$ cat config.mk
export PLATFORM = sky130hd
export DESIGN_NAME = search_scheduler_flat
export DESIGN_NICKNAME = d
export VERILOG_FILES = /design/src/rtl/search_scheduler_if.sv /design/src/rtl/search_scheduler.sv /design/src/flat_wrapper.sv
export SDC_FILE = /design/constraint.sdc
export NUM_CORES = 1
export LEC_CHECK = 0
export CAP_MARGIN = 20
export CORE_UTILIZATION = 48
export CTS_CLUSTER_SIZE = 25
export DETAILED_ROUTE_END_ITERATION = 10
export PLACE_DENSITY_LB_ADDON = 0.1
export SKIP_LAST_GASP = 1
export SLEW_MARGIN = 20
export SYNTH_ARGS = -nofsm -noshare
export SYNTH_HDL_FRONTEND = slang
export SYNTH_SLANG_ARGS = --single-unit
$ cat constraint.sdc
create_clock -name CLK100MHZ -period 2.53 [get_ports CLK100MHZ]
set_input_delay 0.3795 -clock CLK100MHZ [delete_from_list [all_inputs] [get_ports CLK100MHZ]]
set_output_delay 0.3795 -clock CLK100MHZ [all_outputs]
set_load 0.05 [all_outputs]
$ cat src/rtl/search_scheduler_if.sv
// Handshake bundle between host job sources, the search scheduler and the
// shared pattern-search engine. The scheduler sits on the slave modport.
interface search_scheduler_if #(
    parameter int NREQ = 2,
    parameter int IDW  = 2
);
    logic [NREQ-1:0]   req_valid;
    logic [NREQ-1:0]   req_ready;
    logic [8*NREQ-1:0] req_p;
    logic [8*NREQ-1:0] req_pl;
    logic [8*NREQ-1:0] req_b;
    logic [8*NREQ-1:0] req_bl;

    logic              res_valid;
    logic              res_ready;
    logic [IDW-1:0]    res_id;
    logic [7:0]        res_addr;
    logic              res_hit;
    logic              res_last;
    logic              res_trunc;
    logic              res_err;

    logic [7:0]        eng_p;
    logic [7:0]        eng_pl;
    logic [7:0]        eng_b;
    logic [7:0]        eng_bl;
    logic              eng_reset;
    logic              eng_activate;
    logic              eng_done;
    logic [7:0]        eng_found;

    modport master (
        output req_valid, req_p, req_pl, req_b, req_bl, res_ready, eng_done, eng_found,
        input  req_ready, res_valid, res_id, res_addr, res_hit, res_last, res_trunc,
               res_err, eng_p, eng_pl, eng_b, eng_bl, eng_reset, eng_activate
    );

    modport slave (
        input  req_valid, req_p, req_pl, req_b, req_bl, res_ready, eng_done, eng_found,
        output req_ready, res_valid, res_id, res_addr, res_hit, res_last, res_trunc,
               res_err, eng_p, eng_pl, eng_b, eng_bl, eng_reset, eng_activate
    );
endinterface

$ cat src/rtl/search_scheduler.sv
// Round-robin scheduler sharing one pattern-search engine between NREQ requesters.
// Optional watchdog on RUN/DRAIN enabled by defining SEARCH_TIMEOUT_EN.
module search_scheduler #(
    parameter int         NREQ     = 2,
    parameter int         IDW      = 2,
    parameter logic [7:0] NOMATCH  = 8'hFF,
    parameter int         MAX_HITS = 16,
    parameter int         TIMEOUT  = 1023
) (
    input  logic               CLK100MHZ,
    input  logic               reset,
    search_scheduler_if.slave  bus,
    output logic               busy
);
    typedef enum logic [2:0] {IDLE, CHECK, LOAD, RUN, HIT, DRAIN, TERM} state_t;

    state_t         state;
    logic [IDW-1:0] ptr;
    logic [7:0]     lp, lpl, lb, lbl;
    logic [7:0]     hits;

    logic           grant_found;
    logic [IDW-1:0] grant_idx;
    logic [7:0]     sel_p, sel_pl, sel_b, sel_bl;

`ifdef SEARCH_TIMEOUT_EN
    localparam int WDW = $clog2(TIMEOUT + 1);
    logic [WDW-1:0] wd;
`endif

    assign busy = (state != IDLE);

    // Search order starts one past the last granted requester.
    always_comb begin
        // NOTE: every combinational output gets a default first so no latch is inferred.
        grant_found = 1'b0;
        grant_idx   = '0;
        sel_p       = '0;
        sel_pl      = '0;
        sel_b       = '0;
        sel_bl      = '0;
        for (int i = 1; i <= NREQ; i++) begin
            for (int j = 0; j < NREQ; j++) begin
                if (!grant_found && j == (int'(ptr) + i) % NREQ && bus.req_valid[j]) begin
                    grant_found = 1'b1;
                    grant_idx   = IDW'(j);
                    sel_p       = bus.req_p[8*j +: 8];
                    sel_pl      = bus.req_pl[8*j +: 8];
                    sel_b       = bus.req_b[8*j +: 8];
                    sel_bl      = bus.req_bl[8*j +: 8];
                end
            end
        end
    end

    always_ff @(posedge CLK100MHZ or negedge reset) begin
        if (!reset) begin
            state            <= IDLE;
            ptr              <= '0;
            lp               <= '0;
            lpl              <= '0;
            lb               <= '0;
            lbl              <= '0;
            hits             <= '0;
            bus.req_ready    <= '0;
            bus.res_valid    <= 1'b0;
            bus.res_id       <= '0;
            bus.res_addr     <= '0;
            bus.res_hit      <= 1'b0;
            bus.res_last     <= 1'b0;
            bus.res_trunc    <= 1'b0;
            bus.res_err      <= 1'b0;
            bus.eng_p        <= '0;
            bus.eng_pl       <= '0;
            bus.eng_b        <= '0;
            bus.eng_bl       <= '0;
            bus.eng_reset    <= 1'b0;
            bus.eng_activate <= 1'b0;
`ifdef SEARCH_TIMEOUT_EN
            wd               <= '0;
`endif
        end else begin
            // NOTE: state updates use non-blocking assignments so every branch sees pre-edge values.
            bus.req_ready <= '0;
            bus.eng_reset <= 1'b0;
`ifdef SEARCH_TIMEOUT_EN
            wd            <= '0;
`endif
            case (state)
                IDLE: begin
                    if (grant_found) begin
                        bus.req_ready <= NREQ'(1) << grant_idx;
                        ptr           <= grant_idx;
                        bus.res_id    <= grant_idx;
                        lp            <= sel_p;
                        lpl           <= sel_pl;
                        lb            <= sel_b;
                        lbl           <= sel_bl;
                        state         <= CHECK;
                    end
                end
                CHECK: begin
                    if (lpl == 8'd0 || lbl == 8'd0 || lpl > lbl) begin
                        bus.res_err   <= 1'b1;
                        bus.res_valid <= 1'b1;
                        bus.res_last  <= 1'b1;
                        bus.res_hit   <= 1'b0;
                        bus.res_addr  <= '0;
                        state         <= TERM;
                    end else begin
                        bus.eng_p     <= lp;
                        bus.eng_pl    <= lpl;
                        bus.eng_b     <= lb;
                        bus.eng_bl    <= lbl;
                        bus.eng_reset <= 1'b1;
                        state         <= LOAD;
                    end
                end
                LOAD: begin
                    hits             <= '0;
                    bus.eng_activate <= 1'b1;
                    state            <= RUN;
                end
                RUN: begin
                    if (bus.eng_done) begin
                        bus.eng_activate <= 1'b0;
                        bus.res_valid    <= 1'b1;
                        if (bus.eng_found == NOMATCH) begin
                            bus.res_hit  <= 1'b0;
                            bus.res_last <= 1'b1;
                            bus.res_addr <= '0;
                            state        <= TERM;
                        end else begin
                            bus.res_hit  <= 1'b1;
                            bus.res_addr <= bus.eng_found;
                            state        <= HIT;
                        end
                    end
`ifdef SEARCH_TIMEOUT_EN
                    else if (wd == WDW'(TIMEOUT - 1)) begin
                        bus.eng_activate <= 1'b0;
                        bus.res_valid    <= 1'b1;
                        bus.res_hit      <= 1'b0;
                        bus.res_last     <= 1'b1;
                        bus.res_err      <= 1'b1;
                        bus.res_addr     <= '0;
                        state            <= TERM;
                    end else begin
                        wd <= wd + 1'b1;
                    end
`endif
                end
                HIT: begin
                    if (bus.res_ready) begin
                        hits <= hits + 8'd1;
                        if (hits + 8'd1 == 8'(MAX_HITS)) begin
                            bus.res_hit   <= 1'b0;
                            bus.res_last  <= 1'b1;
                            bus.res_trunc <= 1'b1;
                            bus.res_addr  <= '0;
                            state         <= TERM;
                        end else begin
                            bus.res_valid <= 1'b0;
                            bus.res_hit   <= 1'b0;
                            state         <= DRAIN;
                        end
                    end
                end
                DRAIN: begin
                    // The engine must drop done before it may be asked to continue.
                    if (!bus.eng_done) begin
                        bus.eng_activate <= 1'b1;
                        state            <= RUN;
                    end
`ifdef SEARCH_TIMEOUT_EN
                    else if (wd == WDW'(TIMEOUT - 1)) begin
                        bus.res_valid <= 1'b1;
                        bus.res_hit   <= 1'b0;
                        bus.res_last  <= 1'b1;
                        bus.res_err   <= 1'b1;
                        bus.res_addr  <= '0;
                        state         <= TERM;
                    end else begin
                        wd <= wd + 1'b1;
                    end
`endif
                end
                TERM: begin
                    if (bus.res_ready) begin
                        bus.res_valid <= 1'b0;
                        bus.res_last  <= 1'b0;
                        bus.res_trunc <= 1'b0;
                        bus.res_err   <= 1'b0;
                        state         <= IDLE;
                    end
                end
                default: state <= IDLE;
            endcase
        end
    end
endmodule

$ cat src/flat_wrapper.sv
// flat-port wrapper written by rule: the top's interface ports become plain ports
module search_scheduler_flat 
#(
    parameter int         NREQ     = 2,
    parameter int         IDW      = 2,
    parameter logic [7:0] NOMATCH  = 8'hFF,
    parameter int         MAX_HITS = 16,
    parameter int         TIMEOUT  = 1023
)
  (CLK100MHZ, reset, busy, bus_req_valid, bus_req_p, bus_req_pl, bus_req_b, bus_req_bl, bus_res_ready, bus_eng_done, bus_eng_found, bus_req_ready, bus_res_valid, bus_res_id, bus_res_addr, bus_res_hit, bus_res_last, bus_res_trunc, bus_res_err, bus_eng_p, bus_eng_pl, bus_eng_b, bus_eng_bl, bus_eng_reset, bus_eng_activate);
  search_scheduler_if #(.NREQ(NREQ), .IDW(IDW)) bus_i ();
  input  logic CLK100MHZ;
  input  logic reset;
  output logic busy;
  input wire logic [$bits(bus_i.req_valid)-1:0] bus_req_valid;
  input wire logic [$bits(bus_i.req_p)-1:0] bus_req_p;
  input wire logic [$bits(bus_i.req_pl)-1:0] bus_req_pl;
  input wire logic [$bits(bus_i.req_b)-1:0] bus_req_b;
  input wire logic [$bits(bus_i.req_bl)-1:0] bus_req_bl;
  input wire logic [$bits(bus_i.res_ready)-1:0] bus_res_ready;
  input wire logic [$bits(bus_i.eng_done)-1:0] bus_eng_done;
  input wire logic [$bits(bus_i.eng_found)-1:0] bus_eng_found;
  output wire logic [$bits(bus_i.req_ready)-1:0] bus_req_ready;
  output wire logic [$bits(bus_i.res_valid)-1:0] bus_res_valid;
  output wire logic [$bits(bus_i.res_id)-1:0] bus_res_id;
  output wire logic [$bits(bus_i.res_addr)-1:0] bus_res_addr;
  output wire logic [$bits(bus_i.res_hit)-1:0] bus_res_hit;
  output wire logic [$bits(bus_i.res_last)-1:0] bus_res_last;
  output wire logic [$bits(bus_i.res_trunc)-1:0] bus_res_trunc;
  output wire logic [$bits(bus_i.res_err)-1:0] bus_res_err;
  output wire logic [$bits(bus_i.eng_p)-1:0] bus_eng_p;
  output wire logic [$bits(bus_i.eng_pl)-1:0] bus_eng_pl;
  output wire logic [$bits(bus_i.eng_b)-1:0] bus_eng_b;
  output wire logic [$bits(bus_i.eng_bl)-1:0] bus_eng_bl;
  output wire logic [$bits(bus_i.eng_reset)-1:0] bus_eng_reset;
  output wire logic [$bits(bus_i.eng_activate)-1:0] bus_eng_activate;
  assign bus_i.req_valid = bus_req_valid;
  assign bus_i.req_p = bus_req_p;
  assign bus_i.req_pl = bus_req_pl;
  assign bus_i.req_b = bus_req_b;
  assign bus_i.req_bl = bus_req_bl;
  assign bus_i.res_ready = bus_res_ready;
  assign bus_i.eng_done = bus_eng_done;
  assign bus_i.eng_found = bus_eng_found;
  assign bus_req_ready = bus_i.req_ready;
  assign bus_res_valid = bus_i.res_valid;
  assign bus_res_id = bus_i.res_id;
  assign bus_res_addr = bus_i.res_addr;
  assign bus_res_hit = bus_i.res_hit;
  assign bus_res_last = bus_i.res_last;
  assign bus_res_trunc = bus_i.res_trunc;
  assign bus_res_err = bus_i.res_err;
  assign bus_eng_p = bus_i.eng_p;
  assign bus_eng_pl = bus_i.eng_pl;
  assign bus_eng_b = bus_i.eng_b;
  assign bus_eng_bl = bus_i.eng_bl;
  assign bus_eng_reset = bus_i.eng_reset;
  assign bus_eng_activate = bus_i.eng_activate;
  search_scheduler #(.NREQ(NREQ), .IDW(IDW), .NOMATCH(NOMATCH), .MAX_HITS(MAX_HITS), .TIMEOUT(TIMEOUT)) u_core (.CLK100MHZ(CLK100MHZ), .reset(reset), .bus(bus_i), .busy(busy));
endmodule
# ---- Word-level counts from Yosys, hierarchy flattened
# Index checks and enable logic that the tools add are counted.
dict set report totals {
  ff_bits 93
  input_bits 78
  output_inout_bits 52
  word_cells 146
}
dict set report op_classes {
  add_sub_neg 3
  order_cmp 1
  eq_ne 19
  shift 1
  n_mux 64
  n_bitwise 3
  n_reduce_logical 35
}
# operator count
set ops {}
lappend ops {{two-way mux 8 bit} 22}
lappend ops {{zero test 32 bit} 2}
lappend ops {{case mux 8 bit (3 select lines)} 1}
lappend ops {{two-way mux 1 bit} 23}
lappend ops {{case mux 3 bit (7 select lines)} 1}
lappend ops {{two-way mux 3 bit} 6}
lappend ops {{zero test 8 bit} 2}
lappend ops {{case mux 8 bit (2 select lines)} 1}
lappend ops {{!= test 2 bit (second input constant)} 5}
lappend ops {{AND reduction 5 bit} 2}
lappend ops {{== test 3 bit (second input constant)} 3}
lappend ops {{nonzero test 3 bit} 3}
lappend ops {{adder 8 x 1 -> 8 bit (second input constant)} 1}
lappend ops {{== test 8 x 5 -> 1 bit (second input constant)} 1}
lappend ops {{== test 8 bit (second input constant)} 1}
lappend ops {{greater-than comparator 8 bit} 1}
lappend ops {{two-way mux 2 bit} 4}
lappend ops {{!= test 2 x 1 -> 1 bit (second input constant)} 4}
lappend ops {{case mux 1 bit (4 select lines)} 2}
lappend ops {{AND reduction 4 bit} 2}
lappend ops {{logical AND 1 bit} 7}
lappend ops {{AND reduction 7 bit} 1}
lappend ops {{== test 3 x 2 -> 1 bit (second input constant)} 2}
lappend ops {{case mux 1 bit (3 select lines)} 2}
lappend ops {{other kinds (15)} 27}

# ---- Longest topological paths before layout
dict set report logic_depth {
  word_depth 20
  ltp_mapped 9
  mapped_depth_nobuf 8
}

# ---- Least setup slack after synthesis
# OpenSTA, ideal clock, no wires.
dict set report synth_path {
  path_kind {reg2reg}
  start {register u_core.lbl[1]}
  end {register u_core.bus.eng_p[3] in the netlist's numbering}
  setup_time_ps 125
  arrival_ps 2147
  required_time_ps 2405
  setup_slack_ps 258
  path_stages_with_launch 9
  n_path_buf 1
  synth_period_minus_slack_ps 2272
  cell_sequence {dfrtp_1 > inv_1 > ha_1 > nor2b_1 > o211ai_1 > a21oi_1 > nor4_4 > buf_6 > mux2_4}
}
dict set report synth_between {
  elab_chain_cells 5
  word_cells_on_any_way 6
  classes_between {order compare: 1; bitwise: 1; reduce/logical: 4}
}
# item line_no
set synth_rtl {}
lappend synth_rtl {{from (decl)} search_scheduler.sv:19} ;# logic [7:0] lp, lpl, lb, lbl;
lappend synth_rtl {{from (signal assigned)} search_scheduler.sv:98} ;# lbl <= sel_bl;
lappend synth_rtl {{parallel branches: the longest is 2 deep, another holds greater-than comparator 8 bit} n/a}
lappend synth_rtl {{logical OR 1 bit *} search_scheduler.sv:103} ;# if (lpl == 8'd0 || lbl == 8'd0 || lpl > lbl) begin
lappend synth_rtl {{NOT 1 bit (no line) *} n/a}
lappend synth_rtl {{AND reduction 2 bit (no line) *} n/a}
lappend synth_rtl {{to (signal assigned)} search_scheduler.sv:111} ;# bus.eng_p <= lp;
lappend synth_rtl {{to (decl)} search_scheduler_if.sv:41} ;# res_err, eng_p, eng_pl, eng_b, eng_bl, eng_reset, eng_activate
# Mark *: on every way between the ends.
# A chain may end at the register's enable or synchronous reset.

# ---- Worst setup path in the final report
dict set report layout_path {
  start {register u_core.lbl[1]}
  end {register u_core.bus.eng_bl[3] in the netlist's numbering}
}
dict set report layout_between {
  elab_chain_cells 5
  word_cells_on_any_way 6
  classes_between {order compare: 1; bitwise: 1; reduce/logical: 4}
}
# item line_no
set layout_rtl {}
lappend layout_rtl {{parallel branches: the longest is 2 deep, another holds greater-than comparator 8 bit} n/a}
lappend layout_rtl {{logical OR 1 bit *} search_scheduler.sv:103}
lappend layout_rtl {{NOT 1 bit (no line) *} n/a}
lappend layout_rtl {{AND reduction 2 bit (no line) *} n/a}
lappend layout_rtl {{to (signal assigned)} search_scheduler.sv:114} ;# bus.eng_bl <= lbl;
lappend layout_rtl {{to (decl)} search_scheduler_if.sv:41}
# Marks and branches as above.

==> out/metrics.yaml <==
critical_path_arrival_ns: 2.62
holdCritPathClass: "input port to async pin"
cts_root_buf: "clkbuf_8"
muxShareOfSynthArea_pct: 11.5
fmax_ghz: 0.419
total_power_w: 0.00766
crit_slowest_cell: "dfrtp_1"
setup_tns_ns: 0
synthAdderAreaFrac_pct: 2.54
io_pins: 130
report.final.slew_viol_count: 0
nNetsFinal: 629
synth_compound_area_share_pct: 18.1
crit_chain: "inv_1 -> ha_1 -> nor2b_1 -> o211ai_1 -> a21oi_1 -> nor4_4 -> buf_4 -> buf_12 -> mux2_2"
status: "finished, violations left"
synth.distinct_cells: 50
synth_top_family_by_area: "compound AO/OA/AOI/OAI gates"
synth_edf_count: 0
cts_buffer_depth: 2
syn_nets: 499
synthTopCellsByArea: "dfrtp_1 (52%), mux2_2 (5.6%), o21ai_0 (5.1%)"
hold_viol: 0
rsz0062_at_grt: "false"
crit_buf_inv: 3
antenna_found_initial: 0
clkTransAtPathRegs_ns: 0.09
drive_above_1_share_pct: 14.3
cts.repair.resized: 0
first_pass_iters: 7
tightest_slew_ns: 0.692
die_height_um: 98.2
post-route-period-util_pct: 94.4
yosys_warnings: 0
crit_family: "simple AND/OR/NAND/NOR gates"
cp_slowest_stage_delay_ns: 0.38
grt_first_pass_wirelength_um: 17800
met2_usage_pct: 35.5
core_um2: 8850
start_kind: "flop"
grtUsageMet1_pct: 33.8
cts_hold_buf: 0
ys_ff_latch: 93
postSynthCellCount: 412
diodes: 0
grt_usage_pct: 23.1
wl_per_cell_um: 16.1
rows: 34
synth-xor-area-share_pct: 0.197
peakVddDrop_mv: 0.716
drc: 9
end_kind: "flop"
cts_buffers: 9
path_class: "flop to flop"
drtIter0Drc: 175
place.gp.congestion: 0.893
slew-limit-headroom_pct: 53.9
finalCriticalPeriod_ns: 2.39
synth_flop_cell: "dfrtp_1"
violations: "design-rule violations"
power-per-cell-area_nw_per_um2: 1260
grt_most_used_layer: "met2"
initial_utilization_pct: 50.2
n_fill_cell: 692
synth_area_um2: 4440
drtAntennaViolNets: 0
drv_cap: 0
die_area_um2: 9640
grt_start_max_net_pins: 55
avgSynthCellArea_um2: 10.8
dp_hpwl_um: 7790
htree_levels: 3
grtUsageMet3_pct: 4.51
cts_tree: "done"
finalSetupViolations: 0
grt_overflow: 0
insertion_delay_ns: 0.35
cp_data_required_time_ns: 2.77
p_leak_nw: 2.65
synthSimpleGateAreaFrac_pct: 9.97
final_common_cell: "clkdlybuf4s50_1"
finalWirelength_um: 10500
yosysSeqAreaShare_pct: 52.4
clkSinkCount: 93
synth_top_area_share_pct: 52.4
vias: 3621
layout_common_cells: "clkdlybuf4s50_1 (126), dfrtp_1 (93), nand2_1 (47)"
finalClockSkew_ns: 0.0131
synthArstFlopShare_pct: 100
port_buffers: 128
critPathMaxFanout: 11
first_global_vias: 3610
post-cts-setup-buffers: 0
die_width_um: 98.2
syn2layout_area_growth_pct: 37.4
viasPerCell: 5.53
synth_top_cell_by_area: "dfrtp_1"
-- per-layer routing --
metal  part of all wire, %  vias up
met5                     0        -
met4                  0.82        0
met3                   7.6        9
met2                    45      131
met1                    47     1725
li1                      -     1756
-- area by class of cell --
cell class / count / area, um2 / area share [%]
sequential: 93 / 2330 / 38.1
multi-input combinational: 269 / 1910 / 31.3
timing repair buffer: 147 / 1460 / 23.9
clock buffer: 11 / 151 / 2.48
tap: 108 / 135 / 2.21
inverter: 22 / 82.6 / 1.35
clock inverter: 5 / 41.3 / 0.677
-- worst paths after layout --
path / slack, ns / endpoint / from / depth (start not counted)
min reg2reg: 0.48 / u_core.lb[7] / u_core.lb[7] / 2
max in group asynchronous: 1.83 / u_core.bus.eng_pl[3] / reset / 2
max reg2reg: 0.14 / u_core.bus.eng_bl[3] / u_core.lbl[1] / 9
min: 0.06 / u_core.bus.res_addr[0] / reset / 1
min in group CLK100MHZ: 0.48 / u_core.lb[7] / u_core.lb[7] / 2
max: 0.14 / u_core.bus.eng_bl[3] / u_core.lbl[1] / 9
-- worst reg2reg max path, cell delays in order (launching register included) --
cell	delay (ns)
dfrtp_1	0.38
inv_1	0.08
ha_1	0.32
nor2b_1	0.14
o211ai_1	0.15
a21oi_1	0.14
nor4_4	0.38
buf_4	0.23
buf_12	0.14
mux2_2	0.34
-- Yosys cell counts (4+ instances only) --
master    count
mux2i_1       9
mux2_2       22
nor4_1        4
and3_1        6
a31oi_1       7
ha_1          9
dfrtp_1      93
o21ai_0      45
inv_1        21
clkbuf_1     16
mux2_4       10
a22oi_1      26
nand4_1       4
a21oi_1      19
a221oi_1      8
nand2_1      47
nor2_1       10
buf_6         5
a32oi_1       5
nor3_1        5
-- registers in the layout, summed over array words and instances, names as in the netlist --
register / count
u_core.bus.eng_p: 8
u_core.hits: 8
u_core.lb: 8
u_core.lpl: 8
u_core.bus.res_id: 1
u_core.bus.eng_reset: 1
u_core.lp: 8
u_core.bus.res_addr: 8
u_core.bus.res_err: 1
u_core.bus.eng_activate: 1
u_core.bus.eng_pl: 8
u_core.bus.eng_b: 8
u_core.bus.res_hit: 1
u_core.state: 3
u_core.bus.res_trunc: 1
u_core.bus.res_last: 1
u_core.bus.res_valid: 1
u_core.bus.eng_bl: 8
u_core.lbl: 8
u_core.bus.req_ready: 2
-- through the flow --
step	util, %	cell area, um2	instances	hold WS (ns)	setup slack, ns
5_1_grt	68.9	6100	655	0.104	0.00337
4_1_cts	68.9	6100	655	0.0833	0.138
3_3_place_gp	66.8	5910	639	0.458	0.225
3_5_place_dp	66.8	5910	639	0.470	0.148
2_1_floorplan	-	4440	412	0.0839	0.258
6_report	68.9	6100	655	0.0599	0.141
-- cell families (layout without fill, tap and decap cells) --
group                      count (synthesis)  count (layout)
and+or+nand+nor                           90              90
xor gates and xnor gates                   1               1
DFF                                       93              93
muxes                                     43              43
other                                      1               1
AOI/OAI and AO/OA                        125             125
buffers and inverters                     50             185
adders and majority gates                  9               9
-- where the power goes --
group	total [W]	internal, W	switching (W)
combinational	0.00423	0.00174	0.00249
clock	0.000952	0.000420	0.000532
sequential	0.00248	0.00206	0.000417
No activity file was read; power rests on OpenSTA's default activity.
